$ cat src/rtl/shift_seq8.sv
// shift_seq8: multi-cycle 8-bit shift sequencer.
// Accepts one command (op, amt, operand) per start/done handshake and applies
// amt single-bit steps, one per clock, via a per-bit 4:1 select
// (hold / left neighbour / right neighbour / fill-or-wrap).
module shift_seq8 (
  input  logic       clk,
  input  logic       reset,
  input  logic       start,
  input  logic [1:0] op,
  input  logic [2:0] amt,
  input  logic [7:0] d_in,
  output logic       busy,
  output logic       done,
  output logic [7:0] d_out
);

  localparam int unsigned W      = 8;
  localparam int unsigned AMT_W  = 3;
  localparam int unsigned OP_W   = 2;

  localparam logic [OP_W-1:0] OP_LSL = 2'b00;
  localparam logic [OP_W-1:0] OP_LSR = 2'b01;
  localparam logic [OP_W-1:0] OP_ASR = 2'b10;
  localparam logic [OP_W-1:0] OP_ROR = 2'b11;

  localparam logic [1:0] SEL_HOLD  = 2'b00;
  localparam logic [1:0] SEL_LEFT  = 2'b01;
  localparam logic [1:0] SEL_RIGHT = 2'b10;
  localparam logic [1:0] SEL_FILL  = 2'b11;

  typedef enum logic [1:0] {
    IDLE  = 2'b00,
    SHIFT = 2'b01,
    DONE  = 2'b10
  } state_t;

  state_t             state;
  logic [W-1:0]       q;
  logic [AMT_W-1:0]   cnt;
  logic [OP_W-1:0]    op_r;

  logic [W-1:0][1:0]  sel;
  logic [W-1:0]       left_nb;
  logic [W-1:0]       right_nb;
  logic [W-1:0]       fill;
  logic               fill_msb;
  logic [W-1:0]       step;

  // Neighbour and fill vectors; bit i's left neighbour is q[i+1], right is q[i-1].
  always_comb begin
    left_nb  = {1'b0, q[W-1:1]};
    right_nb = {q[W-2:0], 1'b0};
    fill_msb = 1'b0;
    case (op_r)
      OP_ASR:  fill_msb = q[W-1];
      OP_ROR:  fill_msb = q[0];
      default: fill_msb = 1'b0;
    endcase
    fill = {fill_msb, (W-1)'(0)};
  end

  // Per-bit select generation: hold outside SHIFT, otherwise driven by op_r.
  always_comb begin
    for (int i = 0; i < W; i++) begin
      sel[i] = SEL_HOLD;
      if (state == SHIFT) begin
        case (op_r)
          OP_LSL:  sel[i] = (i == 0)     ? SEL_FILL : SEL_RIGHT;
          OP_LSR,
          OP_ASR,
          OP_ROR:  sel[i] = (i == W - 1) ? SEL_FILL : SEL_LEFT;
          default: sel[i] = SEL_HOLD;
        endcase
      end
    end
  end

  // Per-bit 4:1 datapath mux producing the next working-register value.
  always_comb begin
    step = q;
    for (int i = 0; i < W; i++) begin
      case (sel[i])
        SEL_LEFT:  step[i] = left_nb[i];
        SEL_RIGHT: step[i] = right_nb[i];
        SEL_FILL:  step[i] = fill[i];
        default:   step[i] = q[i];
      endcase
    end
  end

  // Control FSM with operand/result register and registered handshake outputs.
  always_ff @(posedge clk) begin
    if (reset) begin
      state <= IDLE;
      q     <= '0;
      cnt   <= '0;
      op_r  <= '0;
      busy  <= 1'b0;
      done  <= 1'b0;
    end else begin
      case (state)
        IDLE: begin
          if (start) begin
            q    <= d_in;
            op_r <= op;
            cnt  <= amt;
            busy <= 1'b1;
            if (amt == AMT_W'(0)) begin
              state <= DONE;
              done  <= 1'b1;
            end else begin
              state <= SHIFT;
            end
          end
        end
        SHIFT: begin
          q   <= step;
          cnt <= cnt - AMT_W'(1);
          if (cnt == AMT_W'(1)) begin
            state <= DONE;
            done  <= 1'b1;
          end
        end
        DONE: begin
          state <= IDLE;
          busy  <= 1'b0;
          done  <= 1'b0;
        end
        default: begin
          state <= IDLE;
          busy  <= 1'b0;
          done  <= 1'b0;
        end
      endcase
    end
  end

  assign d_out = q;

endmodule

$ cat config.mk
export PLATFORM = sky130hd
export DESIGN_NAME = shift_seq8
export DESIGN_NICKNAME = d
export VERILOG_FILES = /design/src/rtl/shift_seq8.sv
export SDC_FILE = /design/constraint.sdc
export NUM_CORES = 1
export LEC_CHECK = 0
export CORE_MARGIN = 4
export CORE_UTILIZATION = 23
export CTS_BUF_LIST = sky130_fd_sc_hd__clkbuf_2
export DETAILED_ROUTE_END_ITERATION = 7
export PLACE_DENSITY = 0.54
export SKIP_LAST_GASP = 1
export SLEW_MARGIN = 10
export SYNTH_ARGS = -nofsm -noshare
export SYNTH_HDL_FRONTEND = slang
export SYNTH_SLANG_ARGS = --single-unit
$ cat constraint.sdc
create_clock -name clk -period 2.15 [get_ports clk]
set_input_delay 0.43 -clock clk [delete_from_list [all_inputs] [get_ports clk]]
set_output_delay 0.43 -clock clk [all_outputs]
set_load 0.05 [all_outputs]
After elaboration in Yosys (flattened, before gate mapping). Index checks and enable logic that the tools add are counted.

Magnitude comparators: 0. Equality and inequality tests: 21. $mul: 0. Reductions and logical operators: 14. Shift operators: 0. Bitwise gates (word level): 1. $add $sub $neg: 1. Div/mod/pow operators: 0. Multiplexer cells: 29.

Operator list (number): 1-bit case mux with 3 select lines (7); 2-bit equality test, second input constant (8); 2-bit case mux with 2 select lines (4); 8-bit case mux with 2 select lines (1); 2-bit two-way mux (6); 2-bit by 1-bit equality test with 1-bit output, second input constant (5); 3-bit AND reduction (3); 8-bit two-way mux (1); 4-bit by 1-bit inequality test with 1-bit output, second input constant (2); 1-bit case mux with 2 select lines (4); 2-bit AND reduction (4); 3-bit case mux with 2 select lines (1); 2-bit logical NOT (2); 1-bit two-way mux (4); 2-bit inequality test, second input constant (2); 4-bit AND reduction (1); 3-bit by 1-bit equality test with 1-bit output, second input constant (1); 3-bit logical NOT (1); 3-bit two-way mux (1); 3-bit by 2-bit inequality test with 1-bit output, second input constant (1); 3-bit inequality test, second input constant (1); 3-bit OR reduction (1); 3-bit by 1-bit subtractor with 3-bit output, second input constant (1); 2-bit by 1-bit inequality test with 1-bit output, second input constant (1); other kinds (3) (3).

Output and inout port bits: 10. Bits of input ports: 16. Memories: 0. Logic and storage cells: 74. Latch bits: 0. Register bits: 17. ROM bits: 0. Memory bits (writable): 0.

Longest topological paths before layout. Gate-level depths: netlist of the first run.

Word-level depth: 8. Gate-level depth with buffers: 5. Gate-level depth less buffers: 5.

Least setup slack after synthesis of the first run. No wires, ideal clock.

Path kind: input to register. From: input port start. To: register op_r[0]. Data required time: 2.022 ns. Stages on the path: 4. Buffers on the path: 1. Data arrival time: 1.180 ns. Library setup time: 0.128 ns. Path slack: 0.843 ns. Path through: clkbuf_2 nor3b_2 mux2i_1 nor2_1.

Longest elaborated chain between the ends: 1.

Ends and longest elaborated chain: start: declaration (RTL line 8) `input logic start,`; 2-bit AND reduction (no line); end signal: assignment (RTL line 105) `op_r <= op;`; end: declaration (RTL line 40) `logic [OP_W-1:0] op_r;`.

Every way passes these cells. A chain may end at the register's enable or synchronous reset.

Worst setup path in the final report of the first run.
From: register q[2] (netlist: d_out[2]). To: output port d_out[2].

RTL lines: start: declaration (RTL line 38) `logic [W-1:0] q;`; start signal: assignment (RTL line 104) `q <= d_in;`; start signal: assignment (RTL line 117) `q <= step;`; end: declaration (RTL line 14) `output logic [7:0] d_out`.

No word-level cell between the ends.

==> reports/metrics.cfg, run 1 <==
[cells_and_area]
nets=151
design_area_um2=1260
final_util_pct=31.4
diodes=0
drive_above_1_share_pct=10.6
syn2layout_area_growth_pct=31.6
nFillCells=427

[synthesis]
synth_seq_cells=17
synthesis.nets=127
async_flop_share_pct=0
synth-main-ff-cell=dfxtp_1
synth_seq_area_share_pct=35.6
yosys-top-cells-area=dfxtp_1 (36%), a211oi_1 (5.5%), a221oi_1 (4.6%)
synth_top_area_share_pct=35.6
synth_edf_count=0
yosysTopAreaCell=dfxtp_1
synth_common_cells=dfxtp_1 (17), nor2_1 (9), inv_1 (8)
syn-cell-area_um2=955
synth_warnings=0
netlist_instances=109
synth.most_common_cell=dfxtp_1
synth_cell_types=39
syn_avg_cell_area_um2=8.76

[pwr]
seqPwrFrac_pct=47.3
p_sw_uw=303
p_comb_share_pct=34.2
power_density_nw_per_um2=655
ir_worst_vdd_mv=0.324
clock_power_share_pct=18.5
p_int_uw=520
power.leakage_nw=0.438
netSwitchingFraction_pct=36.9

[critical_path]
cp_slowest_cell=clkdlybuf4s50_1
cp-start-kind=flip-flop
critPathMaxFanout=4
crit_required_ns=1.72
endpoint_kind=primary output
arrival_ns=1.57
worstPathCellList=clkdlybuf4s50_1
cp_top_family=buffers and inverters
cp_slowest_stage_delay_ns=0.83
criticalPathCategory=reg2out
path_buf_inv=1

[timing]
relSlewSlack_pct=55.4
setup_viol_count_final=0
rsz0062_at_grt=false
tightest_slew_ns=0.668
fin_crit_sh_pct=93.0
finalHoldViolCount=0
setup_ws_ns=0.150
period_needed_ns=2.00
setup_tns_ns=0
drv_slew=0
max_freq_mhz=500
final.setup_skew_ns=0.0139

[clock_network]
root_buffer=clkbuf_2
cts.path.max_buffers=2
clk_latency_ns=0.30
path_clk_slew_ns=0.17
cts_sinks=17
cts_max_level=1
ctsHoldBuffers=0
cts_buffers=3
cts_setup_buffers=0
cts_tree=built
cts_resized=0

[global_routing]
grt_pass1_wl_um=4240
grt_usage_pct=10.3
antenna_found_initial=0
grt_pass1_vias=827
grt_overflow_total=0
grt_max_degree=18

[job]
drv_cap=0

[placement]
dpl_cell_area_um2=1240
dp_hpwl_um=1860
gp_congestion=0.728
dp_slack_ns=0.375
io_buffers=25

[floorplan]
dieArea_um2=5250
ios=26
die_w_um=72.4
die_h_um=72.4
start_util_pct=23.9
core-area_um2=4000
rows=23

[drt]
vias=889
drc=0
via_per_inst=4.88
drtIter0Drc=23
ant_nets=0
routed_wl_um=2520
wl_per_cell_um=13.8
dr.pass1.iters=4

[outcome]
status=finished clean

[min_path]
hp-class=reg2reg

## final cells by class
cell class	instances	area [µm²]	share of cell area (%)
sequential	17	340	27.1
timing repair buffer	28	273	21.7
inverter	9	33.8	2.69
tap	50	62.6	4.98
clock buffer	4	20.0	1.59
multi-input combinational	74	527	41.9
## per-layer routing
| layer | track usage [%] | share of wire (%) | up-vias |
|---|---|---|---|
| li1 | - | - | 453 |
| met1 | 14.2 | 48 | 408 |
| met2 | 16.2 | 46 | 26 |
| met3 | 3.19 | 5.5 | 2 |
| met4 | 1.84 | 0.52 | 0 |
| met5 | 0 | 0 | - |
## through the flow
| stage | power (mW) | cells | hold slack, ns |
|---|---|---|---|
| 2_1_floorplan | 0.580 | 109 | 0.480 |
| 3_5_place_dp | 0.678 | 178 | 0.487 |
| 5_1_grt | 0.876 | 182 | 0.546 |
| 6_report | 0.823 | 182 | 0.496 |
| 3_3_place_gp | 0.675 | 178 | 0.479 |
| 4_1_cts | 0.835 | 182 | 0.495 |
## layout by cell type, fill, tap and decap left out, types with 2 or more instances in the layout
cell type	instances
clkbuf_2	4
nor2_1	9
nand2b_1	6
nand3b_1	3
clkdlybuf4s50_1	25
a211oi_1	7
nor3b_1	3
a221oi_1	5
dfxtp_1	17
buf_4	3
a21oi_1	4
nand3_1	6
mux2i_1	2
inv_1	8
nand2_1	4
ha_1	2
a311oi_1	2
o21ai_0	3
nor2b_1	2
## worst paths after layout
path	from	endpoint	slack, ns	cells after the start
worst min-delay path	d_out[7]	d_out[6]	0.50	2
worst max register to register	state[1]	d_out[7]	0.63	4
worst max-delay path	d_out[2]	d_out[2]	0.15	1
worst min register to register	d_out[7]	d_out[6]	0.50	2
## sequential cells by signal, summed over array words and instances (netlist names)
register and cells:
op_r 2, d_out 8, done 1, cnt 3
state 2, busy 1
## power groups by stage
| stage | clock (mW) | sequential [mW] | combinational, mW |
|---|---|---|---|
| final | 0.152 | 0.389 | 0.282 |
| after global routing | 0.175 | 0.395 | 0.305 |
| after CTS | 0.162 | 0.389 | 0.284 |
| after detailed placement | 0 | 0.395 | 0.282 |
| after global placement | 0 | 0.395 | 0.280 |
| after floorplan | 0 | 0.449 | 0.131 |
## cell families after synthesis
| kind of cell | synth area share, % |
|---|---|
| flip-flops | 35.6 |
| multiplexers | 2.10 |
| AND/OR/NAND/NOR | 25.2 |
| adder cells (fa/ha/maj) | 2.62 |
| buffers and inverters | 9.17 |
| AO/OA/AOI/OAI | 25.3 |
No activity file was read; power rests on OpenSTA's default activity.
==> run 2, diff against run 1 <==
--- a/config.mk
+++ b/config.mk
@@ -8,6 +8,7 @@
 export CORE_MARGIN = 4
 export CORE_UTILIZATION = 23
 export CTS_BUF_LIST = sky130_fd_sc_hd__clkbuf_2
+export CTS_CLUSTER_SIZE = 20
 export DETAILED_ROUTE_END_ITERATION = 7
 export PLACE_DENSITY = 0.54
 export SKIP_LAST_GASP = 1
==> results of run 2 <==
The final DEF is identical to that of run 1; final timing and power are the same.
